$ cat src/rtl/fan_pkg.sv
// Shared fan-control definitions: ramp FSM state encoding and default duty geometry,
// also used by the downstream PWM block.
package fan_pkg;

  typedef enum logic [1:0] {
    FAN_IDLE      = 2'd0,
    FAN_RAMP_UP   = 2'd1,
    FAN_RAMP_DOWN = 2'd2
  } fan_state_t;

  localparam int FAN_DUTY_W    = 7;
  localparam int FAN_DUTY_STEP = 30;

endpackage

$ cat src/rtl/btn_edge_detect.sv
// Rising-edge detector for an already-debounced button level; a held level yields one event.
module btn_edge_detect (
  input  logic clk,
  input  logic reset_p,
  input  logic in,
  output logic rise
);

  logic in_q;

  always_ff @(posedge clk) begin
    if (reset_p) in_q <= 1'b0;
    else         in_q <= in;
  end

  assign rise = in & ~in_q;

endmodule

$ cat src/rtl/fan_speed_ramp.sv
// Fan duty controller: buttons select a speed level, and the duty output slews toward
// that level's target by one LSB every RAMP_TICKS clocks.
module fan_speed_ramp
  import fan_pkg::*;
#(
  parameter  int NUM_LEVELS = 4,
  parameter  int DUTY_STEP  = FAN_DUTY_STEP,
  parameter  int DUTY_W     = FAN_DUTY_W,
  parameter  int RAMP_TICKS = 1000000,
  localparam int LVL_W      = (NUM_LEVELS > 2) ? $clog2(NUM_LEVELS) : 1
) (
  input  logic              clk,
  input  logic              reset_p,
  input  logic              btn,
  input  logic              btn_off,
  output logic [DUTY_W-1:0] duty,
  output logic [LVL_W-1:0]  level,
  output logic              ramping
);

  localparam int               PS_W    = (RAMP_TICKS > 1) ? $clog2(RAMP_TICKS) : 1;
  localparam logic [LVL_W-1:0] LVL_MAX = LVL_W'(NUM_LEVELS - 1);
  localparam logic [PS_W-1:0]  PS_LAST = PS_W'(RAMP_TICKS - 1);

  function automatic logic [DUTY_W-1:0] level_target(input logic [LVL_W-1:0] lvl);
    return DUTY_W'(int'(lvl) * DUTY_STEP);
  endfunction

  // One LSB toward the target; callers guarantee cur != tgt, so this cannot wrap.
  function automatic logic [DUTY_W-1:0] step_toward(input logic [DUTY_W-1:0] cur,
                                                    input logic [DUTY_W-1:0] tgt);
    return (tgt > cur) ? cur + DUTY_W'(1) : cur - DUTY_W'(1);
  endfunction

  logic              btn_rise;
  logic              off_rise;
  logic [DUTY_W-1:0] target;
  logic [DUTY_W-1:0] duty_next;
  logic [PS_W-1:0]   prescaler;
  fan_state_t        state;

  btn_edge_detect u_btn_edge (
    .clk     (clk),
    .reset_p (reset_p),
    .in      (btn),
    .rise    (btn_rise)
  );

  btn_edge_detect u_off_edge (
    .clk     (clk),
    .reset_p (reset_p),
    .in      (btn_off),
    .rise    (off_rise)
  );

  // Off button has priority when both edges land on the same clock.
  always_ff @(posedge clk) begin
    if (reset_p)       level <= '0;
    else if (off_rise) level <= '0;
    else if (btn_rise) level <= (level == LVL_MAX) ? '0 : level + LVL_W'(1);
  end

  assign target    = level_target(level);
  assign duty_next = step_toward(duty, target);

  // Direction is recomputed every cycle from target vs duty; the prescaler keeps running
  // across a retarget so the step cadence is preserved.
  always_ff @(posedge clk) begin
    if (reset_p) begin
      state     <= FAN_IDLE;
      duty      <= '0;
      prescaler <= '0;
      ramping   <= 1'b0;
    end else begin
      case (state)
        FAN_IDLE: begin
          prescaler <= '0;
          if (target > duty) begin
            state   <= FAN_RAMP_UP;
            ramping <= 1'b1;
          end else if (target < duty) begin
            state   <= FAN_RAMP_DOWN;
            ramping <= 1'b1;
          end
        end
        default: begin
          if (target == duty) begin
            state   <= FAN_IDLE;
            ramping <= 1'b0;
          end else if (prescaler == PS_LAST) begin
            prescaler <= '0;
            duty      <= duty_next;
            if (duty_next == target) begin
              state   <= FAN_IDLE;
              ramping <= 1'b0;
            end else begin
              state   <= (target > duty) ? FAN_RAMP_UP : FAN_RAMP_DOWN;
              ramping <= 1'b1;
            end
          end else begin
            prescaler <= prescaler + PS_W'(1);
            state     <= (target > duty) ? FAN_RAMP_UP : FAN_RAMP_DOWN;
            ramping   <= 1'b1;
          end
        end
      endcase
    end
  end

endmodule

$ cat config.mk
export PLATFORM = sky130hd
export DESIGN_NAME = fan_speed_ramp
export DESIGN_NICKNAME = d
export VERILOG_FILES = /design/src/rtl/fan_pkg.sv /design/src/rtl/btn_edge_detect.sv /design/src/rtl/fan_speed_ramp.sv
export SDC_FILE = /design/constraint.sdc
export NUM_CORES = 1
export LEC_CHECK = 0
export ABC_CLOCK_PERIOD_IN_PS = 12200
export CORE_ASPECT_RATIO = 1.75
export CORE_UTILIZATION = 55
export DETAILED_ROUTE_END_ITERATION = 8
export DONT_BUFFER_PORTS = 1
export PLACE_DENSITY = 0.7
export SYNTH_ARGS = -nofsm -noshare
export SYNTH_HDL_FRONTEND = slang
export SYNTH_SLANG_ARGS = --single-unit
$ cat constraint.sdc
create_clock -name clk -period 12.2 [get_ports clk]
set_input_delay 2.44 -clock clk [delete_from_list [all_inputs] [get_ports clk]]
set_output_delay 2.44 -clock clk [all_outputs]
set_load 0.02 [all_outputs]
; Word-level counts from Yosys, hierarchy flattened
; Cells that the tools add are included.
[word_totals]
register_bits = 34
input_bits = 4
output_inout_bits = 10
wordCells = 45
[op_classes]
add_sub_neg = 4
mul = 1
magnitude_cmp = 2
n_eq_ne = 5
mux = 16
bitwise = 6
n_reduce_logical = 4
[ops]
columns = operator, count
row1 = $add 20x1->20 const B, 1
row2 = $eq 20x20->1 const B, 1
row3 = $mux 20, 1
row4 = $mux 2, 8
row5 = $eq 7x7->1, 2
row6 = $add 7x1->7 const B, 1
row7 = $gt 7x7->1, 1
row8 = $lt 7x7->1, 1
row9 = $mux 7, 1
row10 = $sub 7x1->7 const B, 1
row11 = $mul 2x4->6 const B, 1
row12 = $mux 1, 6
row13 = $not 1->1, 4
row14 = $reduce_or 2->1, 2
row15 = $ne 3x3->1 const B, 1
row16 = $reduce_and 3->1, 1
row17 = $add 2x1->2 const B, 1
row18 = $and 1x1->1, 2
row19 = $eq 2x2->1 const B, 1
row20 = $logic_not 2->1, 1

; Longest topological paths before layout
[depth]
ltp_word = 8
ltp_mapped = 16
mapped_depth_nobuf = 15

; Modules after synthesis
; From an unflattened synthesis, not the netlist that was laid out.
[hier_totals]
cells_unflattened = 223
area_unflattened_um2 = 1993.2
[modules_own_cells]
columns = module, n_inst, cells_each, area_per_inst_um2, seq_area_each_um2
row1 = fan_speed_ramp, 1, 217, 1898.1, 640.6
row2 = btn_edge_detect, 2, 3, 47.5, 20.0

; Worst setup path before layout
; No wires, ideal clock.
[synth_path]
path_kind = flip-flop to flip-flop
from = register level[0]
to = register ramping
setup_time_ns = 0.143
arrival_ns = 4.010
required_time_ns = 12.057
slack_ns = 8.046
stages_incl_launch_ff = 16
path_buffers = 1
period_less_slack_ns = 4.154
path_cell_list = dfxtp_1 > inv_1 > ha_1 > ha_1 > nand3b_1 > or2_2 > clkbuf_1 > o21ai_0 > inv_1 > fa_1 > nor2b_1 > o21ai_0 > xor2_1 > or3_1 > a2111oi_1 > a211oi_1
[synth_via]
elab_chain_cells = 8
word_cells_on_any_way = 12
classes_between = mul: 1 / order compare: 2 / eq/ne: 3 / mux: 6
[synth_lines]
columns = item, line_no
row1 = start: declaration, fan_speed_ramp.sv:17  ; output logic [LVL_W-1:0] level,
row2 = start signal: assignment, fan_speed_ramp.sv:60  ; else if (btn_rise) level <= (level == LVL_MAX) ? '0 : level + LVL_W'(1);
row3 = $mul 2x4->6 *, fan_speed_ramp.sv:26  ; return DUTY_W'(int'(lvl) * DUTY_STEP);
row4 = $gt 7x7->1, "fan_speed_ramp.sv:32, fan_speed_ramp.sv:78"
row5 = $mux 7, fan_speed_ramp.sv:32  ; return (tgt > cur) ? cur + DUTY_W'(1) : cur - DUTY_W'(1);
row6 = $eq 7x7->1, fan_speed_ramp.sv:93  ; if (duty_next == target) begin
row7 = $mux 1, fan_speed_ramp.sv:93
row8 = $mux 1, fan_speed_ramp.sv:90  ; end else if (prescaler == PS_LAST) begin
row9 = $mux 1, fan_speed_ramp.sv:87  ; if (target == duty) begin
row10 = $mux 1, fan_speed_ramp.sv:75  ; case (state)
row11 = end signal: assignment, fan_speed_ramp.sv:80  ; ramping <= 1'b1;
row12 = end signal: assignment, fan_speed_ramp.sv:89  ; ramping <= 1'b0;
row13 = end signal: assignment, fan_speed_ramp.sv:95  ; ramping <= 1'b0;
row14 = end: declaration, fan_speed_ramp.sv:18  ; output logic ramping
; Every way passes the cells marked *; elsewhere a longest branch is shown, timed or not.
; A chain may end at the register's enable or synchronous reset.

; Final worst setup path
; Ends and elaborated chain as after synthesis.

==> flow_summary.yaml <==
status:
  outcome: "finished clean"
yosys:
  avgSynthCellArea_um2: 8.39
  synthMuxAreaShare: 0.0104
  synth-main-ff-cell: "dfxtp_1"
  yosys.area.top_type_share: 0.354
  synth_top_family_by_area: "simple AND/OR/NAND/NOR gates"
  synth_top_area_cell: "dfxtp_1"
  synth_edf_count: 0
  ys_ff_latch: 34
  ys_types: 35
  syn_inst: 229
  synth_compound_area_frac: 0.107
  synth-xor-area-share: 0.130
  synthAdderAreaFrac: 0.115
  yosys.area_share.simple: 0.244
  synth-warning-count: 0
  async_flop_share: 0
  synthesis.area_um2: 1920
  yosysSeqAreaShare: 0.354
  synth_area_leaders: "dfxtp_1, ha_1, nor2_1"
  syn_nets: 250
pwr:
  vdd.ir_drop.worst_uv: 152
  p_per_area_nw_per_um2: 136
  p_leak_nw: 0.762
cts:
  htree_levels: 2
  cts.repair.resized: 0
  postCtsHoldBufs: 0
  path_clk_slew_ps: 80
  cts_buffers: 5
  clk_latency_ps: 300
  cts_buffer_depth: 2
  cts_setup_buffers: 0
  clock_sink_count: 34
  clockRootBuffer: "clkbuf_8"
  tritoncts: "yes"
routing:
  drc_errors: 0
  drt_iter0_markers: 22
  dr.pass1.iters: 4
  vias: 1526
  wl_per_cell_um: 15.1
  vias_per_cell: 5.51
  wirelength_mm: 4.18
  ant_nets: 0
grt:
  grt_pass1_wl_mm: 6.89
  grt-ovfl-total: 0
  grt.total_usage: 0.262
  antenna_found_initial: 0
  grt_max_degree: 21
  first_global_vias: 1501
worst_setup_path:
  end_kind: "flop"
  cp.arrival_ps: 4860
  critPathLaunchType: "flop"
  cp_slowest_stage_delay_ps: 680
  slowest_stage: "o21ai_0"
  critPathKind: "reg2reg"
  critical_path.cell_chain: "inv_1 > ha_1 > ha_1 > a21oi_1 > a21oi_1 > o21ai_0 > inv_1 > fa_1 > nor2b_1 > o21ai_0 > xor2_1 > or3_1 > a2111oi_1 > a211oi_1"
  cp.required_ps: 12360
  crit_fanout: 8
layout:
  final_common_cell: "nor2_1"
  fin_util: 0.626
  synthToLayoutAreaGrowth_pct: 9.57
  antenna_cells: 0
  nNetsFinal: 252
  mostFrequentLayoutCells: "nor2_1, dfxtp_1, a21oi_1, ha_1, inv_1"
  drive_gt1_frac: 0.0647
timing:
  post-route-min-period_ps: 4700
  tightest_slew_ps: 849
  setup_viol: 0
  max_freq_ghz: 0.213
  fin_skew_ps: 5.60
  finalHoldViolCount: 0
  tns_ps: 0
  drv_slew: 0
  rsz0062_at_grt: "false"
  fin_crit_sh: 0.385
  maxSlewHeadroom: 0.428
placed_design:
  io_buffers: 0
  routabilityCongestion: 0.905
  hpwlAfterDp_mm: 3.13
min_path:
  min-delay-path-class: "reg2reg"
die:
  core_area_um2: 3360
  die-area_um2: 3740
  start_util: 0.571
  io_pins: 14
  die_x_um: 46.7
  fp.dieH_um: 80.2
  rows: 28
run:
  drv_cap: 0
path summary, 6_finish.rpt:
check	to	startpoint	slack, ps	depth (start not counted)
min reg2reg	prescaler[1]$_SDFFE_PP0P_	prescaler[1]$_SDFFE_PP0P_	480	2
max reg2reg	ramping$_SDFFE_PP0P_	level[0]$_SDFFE_PP0P_	7500	14
max	ramping$_SDFFE_PP0P_	level[0]$_SDFFE_PP0P_	7500	14
min	prescaler[1]$_SDFFE_PP0P_	prescaler[1]$_SDFFE_PP0P_	480	2
per-layer routing:
layer / track usage / share of wire / vias up / wire length [µm]
li1: - / - / 786 / -
met1: 0.259 / 0.38 / 711 / 1600
met2: 0.474 / 0.56 / 18 / 2340
met3: 0.0652 / 0.024 / 11 / 100
met4: 0.126 / 0.032 / 0 / 133
met5: 0 / 0 / - / 0
layout make-up:
cell class / count / area [µm²]
Clock buffer: 6 / 82.6
Clock inverter: 2 / 60.1
Fill cell: 317 / 1260
Inverter: 14 / 52.6
Multi-Input combinational cell: 175 / 1170
Sequential cell: 34 / 681
Tap cell: 45 / 56.3
Timing Repair Buffer: 1 / 7.51
sequential cells by signal (all words and copies together), names as in the netlist:
register	flops
prescaler	20
u_off_edge.in_q	1
ramping	1
u_btn_edge.in_q	1
state	2
duty	7
level	2
worst max-delay path, delay by kind of cell, from the launching register on:
family          cells  cell delay [ps]
fa+ha+maj           3             1100
buf+inv             2              260
flops               1              600
xor+xnor            1              180
compound gates      6             1870
simple gates        2              540
logic make-up after synthesis:
group,Yosys count
multiplexers,2
adder cells (fa/ha/maj),17
flip-flops,34
AND/OR/NAND/NOR,92
AO/OA/AOI/OAI,37
buffers and inverters,20
XOR/XNOR,27
Yosys cell counts, types with 2 or more instances:
cell	n
nand4_1	4
nand4b_1	2
inv_1	14
o21ai_0	10
or4b_1	2
ha_1	16
xor2_1	13
or2_2	3
a21oi_1	20
nor2b_1	3
nor2_1	35
clkbuf_1	6
nor3_1	9
nand3_1	10
a211oi_1	2
nand2_1	11
mux2i_1	2
dfxtp_1	34
xnor2_1	13
or3_1	5
power by group:
| part | switching, mW | internal [mW] |
|---|---|---|
| Sequential | 0.00242 | 0.113 |
| Clock | 0.0442 | 0.0872 |
| Combinational | 0.0240 | 0.0146 |
stage by stage:
stage / power [mW] / cell area (µm²) / instances / setup WS [ps] / hold WS (ps)
after floorplan: 0.149 / 1920 / 229 / 8050 / 449
after global placement: 0.156 / 1960 / 269 / 7690 / 462
after detailed placement: 0.156 / 1960 / 269 / 7520 / 472
after CTS: 0.287 / 2110 / 277 / 7490 / 482
after global routing: 0.295 / 2110 / 277 / 7000 / 511
final: 0.285 / 2110 / 277 / 7500 / 485
Note: power is estimated with default switching activity, not from simulation.
==> edit: new RTL, same flow settings <==
The 3 states of `fan_state_t` get a one-hot encoding in 3 bits.
--- a/src/rtl/fan_pkg.sv
+++ b/src/rtl/fan_pkg.sv
@@ -3,8 +3,8 @@
 package fan_pkg;
 
-  typedef enum logic [1:0] {
-    FAN_IDLE      = 2'd0,
-    FAN_RAMP_UP   = 2'd1,
-    FAN_RAMP_DOWN = 2'd2
+  typedef enum logic [2:0] {
+    FAN_IDLE      = 3'b001,
+    FAN_RAMP_UP   = 3'b010,
+    FAN_RAMP_DOWN = 3'b100
   } fan_state_t;
 
Function: no difference found for any inputs over 10 cycles, from zero or initial values and one cycle with reset_p high; not proved beyond that.
==> edit against the original RTL <==
  * Power is 7.1% lower
  * Via count is 9.5% higher
  * Sequential power is 3% higher
  * Global-route usage is 3.1 points lower
  * Sequential cell count is 1 higher
  * Cell area is 7.0% higher
  * Largest cell class unchanged
  * Wire length is 2.8% higher
  * Area after synthesis is 9.4% higher
  * Critical path type unchanged
  * Setup slack better by 310 ps
  * Count of clock-buffer cells in the layout is 1 lower
==> edit: results (changes against the original RTL) <==
number of cells on the worst reg-to-reg path: 15 (was 14)
post-place setup slack: 7770 ps (was 7520 ps)
Inst Count DP: 282 (was 269)
post-synth cell types: 49 (was 35)
first-pass GRT wire length: 7160 um (was 6890 um)
Seq/Total Area, Yosys: 0.333 (was 0.354)
status: complete, no violations (unchanged)
Total GRT Usage: 0.232 (was 0.262)
post-synthesis compound-gate area fraction: 0.124 (was 0.107)
routability congestion estimate: 0.892 (was 0.905)
Max Buffers Root-to-Sink: 2 (unchanged)
biggest regs: prescaler: 20 flops, duty: 7 flops, state: 3 flops (was prescaler: 20 flops, duty: 7 flops)
vias in the first global route: 1,660 (was 1,501)
post-synthesis xor/xnor area fraction: 0.131 (was 0.130)
Static Leakage: 0.876 nW (was 0.762 nW)
met1 Use GR: 0.207 (was 0.259)
Avg Cell Area, Syn: 8.73 sq um (was 8.39 sq um)
initial drt markers: 30 (was 22)
Post-synth top cells: nor2_1, dfxtp_1, a21oi_1, xor2_1, ha_1 (was nor2_1, dfxtp_1, a21oi_1)
Layout Nets: 264 (was 252)
reg2reg end: state[0]$_SDFFE_PP1P_ (was ramping$_SDFFE_PP0P_)
peak supply drop: 0.0825 mV (was 0.152 mV)
Placed Area: 2140 sq um (was 1960 sq um)
fmax: 228 MHz (was 213 MHz)
clock slew at reported path FFs: 70 ps
synth top area cells: dfxtp_1, ha_1, nor2_1, xor2_1, xnor2_1 (was dfxtp_1, ha_1, nor2_1, xnor2_1, xor2_1)
mux share of post-synthesis cell area: 0.0149 (was 0.0104)
fraction of layout cells with a size suffix above 1: 0.0861 (was 0.0647)
routing usage on met3: 0.0492 (was 0.0652)
Synth Area in Adders: 0.105 (was 0.115)
wire per inst: 14.8 um (was 15.1 um)
vias per cell: 5.76 (was 5.51)
Worst-Margin Slew: 526 ps (was 849 ps)
M2 GR Usage: 0.439 (was 0.474)
Final Skew: 7.06 ps (was 5.60 ps)
WL final: 4300 um (was 4180 um)
Ys Warns: 0 (unchanged)
## edit: cell count changes in the layout (fill, tap and decap cells not counted), moves of 3 or more
cell	delta
o21ai_0	-7
nor2_1	+5
nor3_1	-4
xor2_1	+4
a21o_1	+3
a21oi_1	-3
nand2b_1	+3
or2_2	-3
or3_1	-3
## edit: final cells by class
cell class,count,area [sq um]
Clock buffer,5,68.8
Clock inverter,3,43.8
Fill cell,333,1380
Inverter,13,48.8
Multi-Input combinational cell,186,1320
Sequential cell,35,701
Tap cell,46,57.6
Timing Repair Buffer,2,15.0
## edit: per-layer routing
layer	vias to the layer above	share of wire
li1	838	-
met4	0	0.041
met1	784	0.37
met5	-	0
met2	34	0.56
met3	15	0.031
## edit: worst max-delay path, cell delays in order, from the launching register on
cell and delay, ps:
dfxtp_1 630, inv_1 130, ha_1 260, inv_1 170, ha_1 290, a21oi_1 150, o21ai_0 180, o21ai_4 340
inv_1 90, fa_1 400, nand2b_1 160, a21oi_1 420, a31oi_1 230, xnor3_1 370, o2111a_2 160, or3_1 300
## edit: power by group
group          leakage [nW]  internal [W]  total [W]  switching [W]
Combinational         0.534     0.0000161  0.0000416      0.0000254
Sequential            0.284      0.000117   0.000120     0.00000290
Clock                0.0581     0.0000608   0.000104      0.0000430
Total                 0.876      0.000194   0.000265      0.0000713
## edit: through the flow
stage	utilization	hold slack, ps
floorplan	-	444
global placement	0.590	464
detailed placement	0.590	468
CTS	0.621	477
global route	0.621	499
finish	0.621	479
## edit: cells by family (layout without fill, tap and decap cells)
family | count (synthesis) | in the layout
AOI/OAI and AO/OA | 38 | 38
xor gates and xnor gates | 30 | 30
adders and majority gates | 17 | 17
buffers and inverters | 20 | 23
DFF | 35 | 35
muxes | 3 | 3
and+or+nand+nor | 98 | 98
